[config.mk]
export PLATFORM = sky130hd
export DESIGN_NAME = flash_cmd_decoder
export DESIGN_NICKNAME = d
export VERILOG_FILES = /design/src/rtl/flash_cmd_pkg.sv /design/src/rtl/flash_cmd_timer.sv /design/src/rtl/flash_cmd_decoder.sv
export SDC_FILE = /design/constraint.sdc
export NUM_CORES = 1
export LEC_CHECK = 0
export ABC_CLOCK_PERIOD_IN_PS = 4560
export BUFFER_PORTS_ARGS = -buffer_cell sky130_fd_sc_hd__buf_2
export CAP_MARGIN = 10
export CORE_AREA = 2 2 94 164
export DETAILED_ROUTE_END_ITERATION = 10
export DIE_AREA = 0 0 96 166
export PLACE_DENSITY = 0.67
export SETUP_SLACK_MARGIN = 0.1
export SLEW_MARGIN = 20
export SYNTH_ARGS = -nofsm -noshare
export SYNTH_HDL_FRONTEND = slang
export SYNTH_SLANG_ARGS = --single-unit
[constraint.sdc]
create_clock -name clk -period 4.56 [get_ports clk]
set_input_delay 0.912 -clock clk [delete_from_list [all_inputs] [get_ports clk]]
set_output_delay 0.912 -clock clk [all_outputs]
set_load 0.02 [all_outputs]
[src/rtl/flash_cmd_pkg.sv]
// Shared definitions for the flash command decoder: command opcodes, word
// classification, request/error encodings and FSM state encoding.
package flash_cmd_pkg;

    // Command opcodes carried in cmd[31:24]
    localparam logic [7:0] OP_AD = 8'hAD;   // read address
    localparam logic [7:0] OP_AE = 8'hAE;   // erase range
    localparam logic [7:0] OP_AF = 8'hAF;   // write address
    localparam logic [7:0] OP_A0 = 8'hA0;   // write go

    typedef enum logic [1:0] {
        REQ_READ  = 2'd0,
        REQ_WRITE = 2'd1,
        REQ_ERASE = 2'd2
    } req_op_t;

    typedef enum logic [2:0] {
        ERR_NONE    = 3'd0,
        ERR_SEQ     = 3'd1,
        ERR_BUSY    = 3'd2,
        ERR_RANGE   = 3'd3,
        ERR_NOWADDR = 3'd4,
        ERR_TIMEOUT = 3'd5,
        ERR_BADCMD  = 3'd6
    } err_code_t;

    typedef enum logic [2:0] {
        ST_IDLE,
        ST_RD1,
        ST_WR1,
        ST_ER1,
        ST_ER2,
        ST_ER3,
        ST_ISSUE
    } state_t;

    // Every opcode/index pair the decoder understands; anything else is W_NONE
    typedef enum logic [3:0] {
        W_NONE, W_AD0, W_AD1, W_AF0, W_AF1, W_AE0, W_AE1, W_AE2, W_AE3, W_A00
    } word_t;

    function automatic word_t decode_word(input logic [7:0] op, input logic [7:0] idx);
        word_t w;
        w = W_NONE;
        case (op)
            OP_AD: if (idx == 8'h00) w = W_AD0; else if (idx == 8'h01) w = W_AD1;
            OP_AF: if (idx == 8'h00) w = W_AF0; else if (idx == 8'h01) w = W_AF1;
            OP_AE: begin
                case (idx)
                    8'h00:   w = W_AE0;
                    8'h01:   w = W_AE1;
                    8'h02:   w = W_AE2;
                    8'h03:   w = W_AE3;
                    default: w = W_NONE;
                endcase
            end
            OP_A0: if (idx == 8'h00) w = W_A00;
            default: w = W_NONE;
        endcase
        return w;
    endfunction

endpackage

[src/rtl/flash_cmd_timer.sv]
// Inter-word timeout counter: counts cycles while run is high, restarts on clr,
// and flags expired on the TIMEOUT_CYCLES-th quiet cycle.
module flash_cmd_timer #(
    parameter int TIMEOUT_CYCLES = 24000
) (
    input  logic clk,
    input  logic rst,
    input  logic clr,
    input  logic run,
    output logic expired
);

    localparam int CNT_W = $clog2(TIMEOUT_CYCLES + 1);

    logic [CNT_W-1:0] cnt;

    assign expired = run && !clr && (cnt == CNT_W'(TIMEOUT_CYCLES - 1));

    // Count quiet cycles; hold at the limit so the counter never wraps
    always_ff @(posedge clk) begin
        if (rst || clr || !run) begin
            cnt <= '0;
        end else if (!expired) begin
            cnt <= cnt + 1'b1;
        end
    end

endmodule

[src/rtl/flash_cmd_decoder.sv]
// Flash command decoder: assembles multi-word read/write/erase commands into a
// single valid/ready flash request and reports protocol errors on err/err_code.
// Optional feature: define CMD_TIMEOUT_EN to abandon partial sequences after
// TIMEOUT_CYCLES quiet cycles.
module flash_cmd_decoder
    import flash_cmd_pkg::*;
#(
    parameter int TIMEOUT_CYCLES = 24000
) (
    input  logic        clk,
    input  logic        rst,
    input  logic [31:0] cmd,
    input  logic        start_cmd,
    output logic        req_valid,
    input  logic        req_ready,
    output logic [1:0]  req_op,
    output logic [23:0] req_addr,
    output logic [23:0] req_addr_end,
    output logic        busy,
    output logic        err,
    output logic [2:0]  err_code
);

    state_t      state;
    logic        start_p;
    logic        wr_addr_ok;
    logic [15:0] addr_hi;
    logic [15:0] end_hi;
    logic [23:0] start_addr;
    logic [23:0] wr_addr;

    logic        word_ev;
    word_t       word;
    logic [15:0] payload;
    logic [7:0]  addr_lo;
    logic        in_seq;
    logic        expected;
    logic        timeout_hit;
    logic        unused_payload_lo;

    assign word_ev = start_cmd & ~start_p;
    assign word    = decode_word(cmd[31:24], cmd[23:16]);
    assign payload = cmd[15:0];
    assign addr_lo = cmd[15:8];
    assign in_seq  = (state inside {ST_RD1, ST_WR1, ST_ER1, ST_ER2, ST_ER3});
    // The low payload byte carries no information in any command word
    assign unused_payload_lo = ^cmd[7:0];

`ifdef CMD_TIMEOUT_EN
    flash_cmd_timer #(
        .TIMEOUT_CYCLES (TIMEOUT_CYCLES)
    ) u_timer (
        .clk     (clk),
        .rst     (rst),
        .clr     (word_ev),
        .run     (in_seq),
        .expired (timeout_hit)
    );
`else
    logic unused_timeout_cfg;
    assign unused_timeout_cfg = (TIMEOUT_CYCLES > 0);
    assign timeout_hit        = 1'b0;
`endif

    // Is the current word the one the partial sequence is waiting for?
    always_comb begin
        // NOTE: default assignment first so every path drives expected and no latch is inferred.
        expected = 1'b0;
        case (state)
            ST_RD1:  expected = (word == W_AD1);
            ST_WR1:  expected = (word == W_AF1);
            ST_ER1:  expected = (word == W_AE1);
            ST_ER2:  expected = (word == W_AE2);
            ST_ER3:  expected = (word == W_AE3);
            default: expected = 1'b0;
        endcase
    end

    // Command sequencing FSM with registered request and error outputs
    always_ff @(posedge clk) begin
        // NOTE: non-blocking assignments keep every register sampling pre-edge values.
        if (rst) begin
            start_p      <= 1'b0;
            state        <= ST_IDLE;
            req_valid    <= 1'b0;
            req_op       <= REQ_READ;
            req_addr     <= '0;
            req_addr_end <= '0;
            busy         <= 1'b0;
            err          <= 1'b0;
            err_code     <= ERR_NONE;
            wr_addr_ok   <= 1'b0;
            addr_hi      <= '0;
            end_hi       <= '0;
            start_addr   <= '0;
            wr_addr      <= '0;
        end else begin
            start_p <= start_cmd;
            err     <= 1'b0;
            if (state == ST_ISSUE) begin
                // Request is frozen; new words are refused but a handshake still completes
                if (req_ready) begin
                    req_valid <= 1'b0;
                    state     <= ST_IDLE;
                    busy      <= 1'b0;
                end
                if (word_ev) begin
                    err      <= 1'b1;
                    err_code <= ERR_BUSY;
                end
            end else if (word_ev && expected) begin
                case (state)
                    ST_RD1: begin
                        req_valid    <= 1'b1;
                        req_op       <= REQ_READ;
                        req_addr     <= {addr_hi, addr_lo};
                        req_addr_end <= '0;
                        state        <= ST_ISSUE;
                    end
                    ST_WR1: begin
                        wr_addr    <= {addr_hi, addr_lo};
                        wr_addr_ok <= 1'b1;
                        state      <= ST_IDLE;
                        busy       <= 1'b0;
                    end
                    ST_ER1: begin
                        start_addr <= {addr_hi, addr_lo};
                        state      <= ST_ER2;
                    end
                    ST_ER2: begin
                        end_hi <= payload;
                        state  <= ST_ER3;
                    end
                    ST_ER3: begin
                        if ({end_hi, addr_lo} < start_addr) begin
                            err      <= 1'b1;
                            err_code <= ERR_RANGE;
                            state    <= ST_IDLE;
                            busy     <= 1'b0;
                        end else begin
                            req_valid    <= 1'b1;
                            req_op       <= REQ_ERASE;
                            req_addr     <= start_addr;
                            req_addr_end <= {end_hi, addr_lo};
                            state        <= ST_ISSUE;
                        end
                    end
                    default: ;
                endcase
            end else if (word_ev) begin
                // Idle word, or a word that breaks the current sequence
                if (in_seq) begin
                    err      <= 1'b1;
                    err_code <= ERR_SEQ;
                    state    <= ST_IDLE;
                    busy     <= 1'b0;
                end
                case (word)
                    W_AD0: begin
                        addr_hi <= payload;
                        state   <= ST_RD1;
                        busy    <= 1'b1;
                    end
                    W_AF0: begin
                        addr_hi    <= payload;
                        wr_addr_ok <= 1'b0;
                        state      <= ST_WR1;
                        busy       <= 1'b1;
                    end
                    W_AE0: begin
                        addr_hi <= payload;
                        state   <= ST_ER1;
                        busy    <= 1'b1;
                    end
                    W_A00: begin
                        if (!in_seq) begin
                            if (wr_addr_ok) begin
                                req_valid    <= 1'b1;
                                req_op       <= REQ_WRITE;
                                req_addr     <= wr_addr;
                                req_addr_end <= '0;
                                state        <= ST_ISSUE;
                                busy         <= 1'b1;
                            end else begin
                                err      <= 1'b1;
                                err_code <= ERR_NOWADDR;
                            end
                        end
                    end
                    default: begin
                        if (!in_seq) begin
                            err      <= 1'b1;
                            err_code <= ERR_BADCMD;
                        end
                    end
                endcase
            end else if (timeout_hit) begin
                err      <= 1'b1;
                err_code <= ERR_TIMEOUT;
                state    <= ST_IDLE;
                busy     <= 1'b0;
            end
        end
    end

endmodule

==> results by group <==
Setup path
  • Crit path launch: state[2]
  • Worst R2R End: req_addr_end[18]
  • Critical-path top delay cell: dfxtp_1
  • Crit path max-delay family: compound AO/OA/AOI/OAI gates
  • Most frequent CP cell: a21oi_1
  • Critical-path maximum fanout: about 50
  • Critical path type: reg -> reg
  • Startpoint types: flip-flop
  • Critical Path Stages: 12
  • Worst path max stage delay: around 0.58 ns
  • Worst R2R Setup Slack: approximately 0.76 ns
  • FF-to-FF Start: state[2]
  • Required @ worst endpoint: a little under 5 ns
  • Endpoint class of the critical path: flip-flop
  • Data arrival time of the worst path: around 4.2 ns
  • R2R cell count: 12
  • Critical path cell sequence: inv_1 > ha_1 > a21oi_1 > nor2_1 > a21oi_1 > mux2i_1 > a2111oi_2 > nor4b_4 > a21oi_1 > nor2b_4 > buf_4 > a22o_1
  • Crit path buffers/inverters: 2
  • Worst setup path end: req_addr_end[18]

Synth
  • Top-count cell post-synth: dfxtp_1
  • Top cells by count, synth: 141 x dfxtp_1, 107 x mux2i_1, 101 x nor2_1
  • FFs w/ async S/R, synth: 0%
  • Post-synth EDFFs: 0
  • Post-synthesis sequential area ratio: a little over two fifths
  • Distinct cells, synth: 53
  • Post-Syn Nets: around 750
  • Yosys top cell by area: dfxtp_1
  • Synth top area share: 43.6%
  • Top cells by area, synth: dfxtp_1 44%, mux2i_1 17%, nor2_1 5.9%
  • Mapped Area: 0.00648 mm²
  • Synthesized netlist cell count: between 600 and 700
  • Yosys Warn Count: 0
  • Syn Area/Cell: between 9 and 10 µm²
  • Main synth FF type: dfxtp_1
  • Synthesis-stage register bit count: around 140

Finish
  • Fillers: 1345
  • Post-layout util: around 52%
  • Antenna Cells: 0
  • Final #Nets: ~830
  • Area growth syn-to-layout: 17.9%
  • Ratio of cells with drive above 1 in the final layout: approximately 18%

Clock tree
  • CTS tree: yes
  • Max clock buf depth: 2
  • Clk_lat worst skew: slightly above 0.4 ns
  • Post-CTS Hold Buffers: 0
  • Post-CTS Setup Repair Bufs: 0
  • Cts bufs inserted: 17
  • CTS sink count: 141
  • Htree depth: 4
  • Register clock-pin slew on the reported worst setup and hold paths: roughly 0.06 ns
  • Root Buffer: clkbuf_16
  • Post-CTS resize count: 0

STA
  • Max-slew violation count: 0
  • Fin crit share: 83.4%
  • Tightest Pin Transition: ~0.96 ns
  • Period minus WS final: roughly 3.8 ns
  • Final setup violation count: 0
  • Setup Skew: roughly 0.0087 ns
  • Setup_tns: 0 ns
  • Final hold vios: 0
  • RSZ-0062 raised after global routing: no
  • Fmax: around 260 MHz
  • Slew HR: between 30% and 40%

Worst hold path
  • Worst hold path type: reg -> reg

Power
  • Pwr Density: 353 mW/mm²
  • Reg power frac: 46.0%
  • Int Power: ~2100 µW
  • Peak VDD IR: 242 µV
  • Sw Share: roughly 22%
  • Logic pwr share: under 10%
  • Clock power frac: approximately half
  • P_sw: 593 µW
  • Leakage: 0.00346 µW

Drt
  • Via count: about 5.3k
  • Remaining DRCs: 0
  • Final wirelength: about 17000 µm
  • Per-cell routed wire length: about 17 µm
  • Drt first pass iters: 5
  • Routed Antenna Nets: 0
  • Vias/cell: ~5.5
  • First DRT Iteration DRCs: 240

Global routing
  • First-pass GRT wire length: roughly 27000 µm
  • GRT Resource Usage Total: a little over a fifth
  • Initial antenna violation count: 0
  • Remaining Overflow, GRT: 0
  • Vias in the first global route: approximately 5.3k
  • Largest net degree at the start of global routing: 93

Placed design
  • PortBufs: 91
  • GP Congestion: 0.884
  • Detail Placement HPWL: roughly 11000 µm

Floorplan
  • Chip Width: 96 µm
  • Die Span Y: 166 µm
  • IO Count: between 90 and 100
  • Site Rows: 59
  • Starting Density: 44.1%
  • Core area: 0.0147 mm²
  • Die Footprint: ~0.016 mm²

Run
  • Max Cap Violations: 0

Run status
  • Status: completed
## registers in the layout (all words and copies together) (netlist names)
name	cells
start_p	1
wr_addr	24
req_valid	1
req_addr_end	24
state	3
err_code	3
wr_addr_ok	1
req_op	2
start_addr	24
err	1
end_hi	16
busy	1
req_addr	24
addr_hi	16
## through the flow
step / hold slack [ns] / total power [µW] / setup WS, ns / cell area (µm²) / cells
after floorplan: 0.458 / 1330 / 1.15 / 6480 / 687
after global placement: 0.432 / 1370 / 0.709 / 7060 / 929
after detailed placement: 0.440 / 1380 / 0.567 / 7060 / 929
after CTS: 0.453 / 2720 / 0.851 / 7630 / 960
after global routing: 0.473 / 2780 / 0.593 / 7630 / 960
final: 0.448 / 2700 / 0.758 / 7630 / 960
## logic make-up (layout without fill, tap and decap cells)
| family | after synthesis | after routing | share of synthesized area (%) |
|---|---|---|---|
| AOI/OAI and AO/OA | 140 | 140 | 15.3 |
| and+or+nand+nor | 198 | 198 | 14.5 |
| muxes | 107 | 107 | 16.5 |
| xor gates and xnor gates | 2 | 2 | 0.271 |
| buffers and inverters | 74 | 164 | 5.04 |
| DFF | 141 | 141 | 43.6 |
| adders and majority gates | 25 | 25 | 4.83 |
## power groups by stage
stage | combinational, µW | clock (µW) | sequential, µW
final | 111 | 1350 | 1240
after CTS | 110 | 1370 | 1240
after global routing | 121 | 1420 | 1240
after floorplan | 62.2 | 0 | 1270
after detailed placement | 109 | 0 | 1270
after global placement | 105 | 0 | 1270
## worst reg2reg max path: cells and delay by family, from the launching register on
family	cells	cell delay, ns
AOI/OAI and AO/OA	5	1.46
adders and majority gates	1	0.44
buffers and inverters	2	0.73
DFF	1	0.58
muxes	1	0.12
and+or+nand+nor	3	0.40
## area by class of cell
type | count | area [µm²] | share of cell area [%]
clock inverters | 9 | 113 | 1.47
repair buffers | 102 | 551 | 7.21
well taps | 183 | 229 | 3.00
flip-flops and latches | 141 | 2820 | 37.0
inverters | 31 | 116 | 1.52
multi-input cells | 472 | 3340 | 43.7
clock buffers | 22 | 464 | 6.08
## worst min-delay path by stage
stage                from         end  slack, ns  depth (start not counted)
3_3_place_gp    req_op[1]   req_op[1]       0.43                          1
6_report        req_op[1]   req_op[1]       0.45                          1
4_1_cts         req_op[1]   req_op[1]       0.45                          1
3_5_place_dp    req_op[1]   req_op[1]       0.44                          1
5_1_grt         req_op[1]   req_op[1]       0.47                          1
2_1_floorplan  wr_addr[0]  wr_addr[0]       0.46                          2
## per-layer routing
layer | vias up | GRT usage (%) | wire [µm]
met1 | 2521 | 23.8 | 6530
met2 | 161 | 37.0 | 8820
met5 | - | 0 | 0
met4 | 0 | 9.81 | 555
li1 | 2593 | - | -
met3 | 32 | 4.72 | 673
## cells in the final DEF (no fill, tap or decap), types with 3 or more instances in the layout
cell type / instances
o21ai_0: 34
and3_1: 3
nor2b_1: 4
inv_1: 31
a22o_1: 24
nand3b_1: 3
clkbuf_16: 17
a211oi_1: 5
a21oi_1: 23
a21o_1: 4
buf_2: 91
buf_4: 10
ha_1: 25
nor2_1: 101
clkbuf_1: 3
dfxtp_1: 141
nand4_1: 7
nand2_1: 38
nand3_1: 9
a31oi_1: 5
nand2b_1: 7
nor3_1: 5
o2bb2ai_1: 24
mux2i_1: 107
clkinv_4: 3
Note: power is estimated with default switching activity, not from simulation.
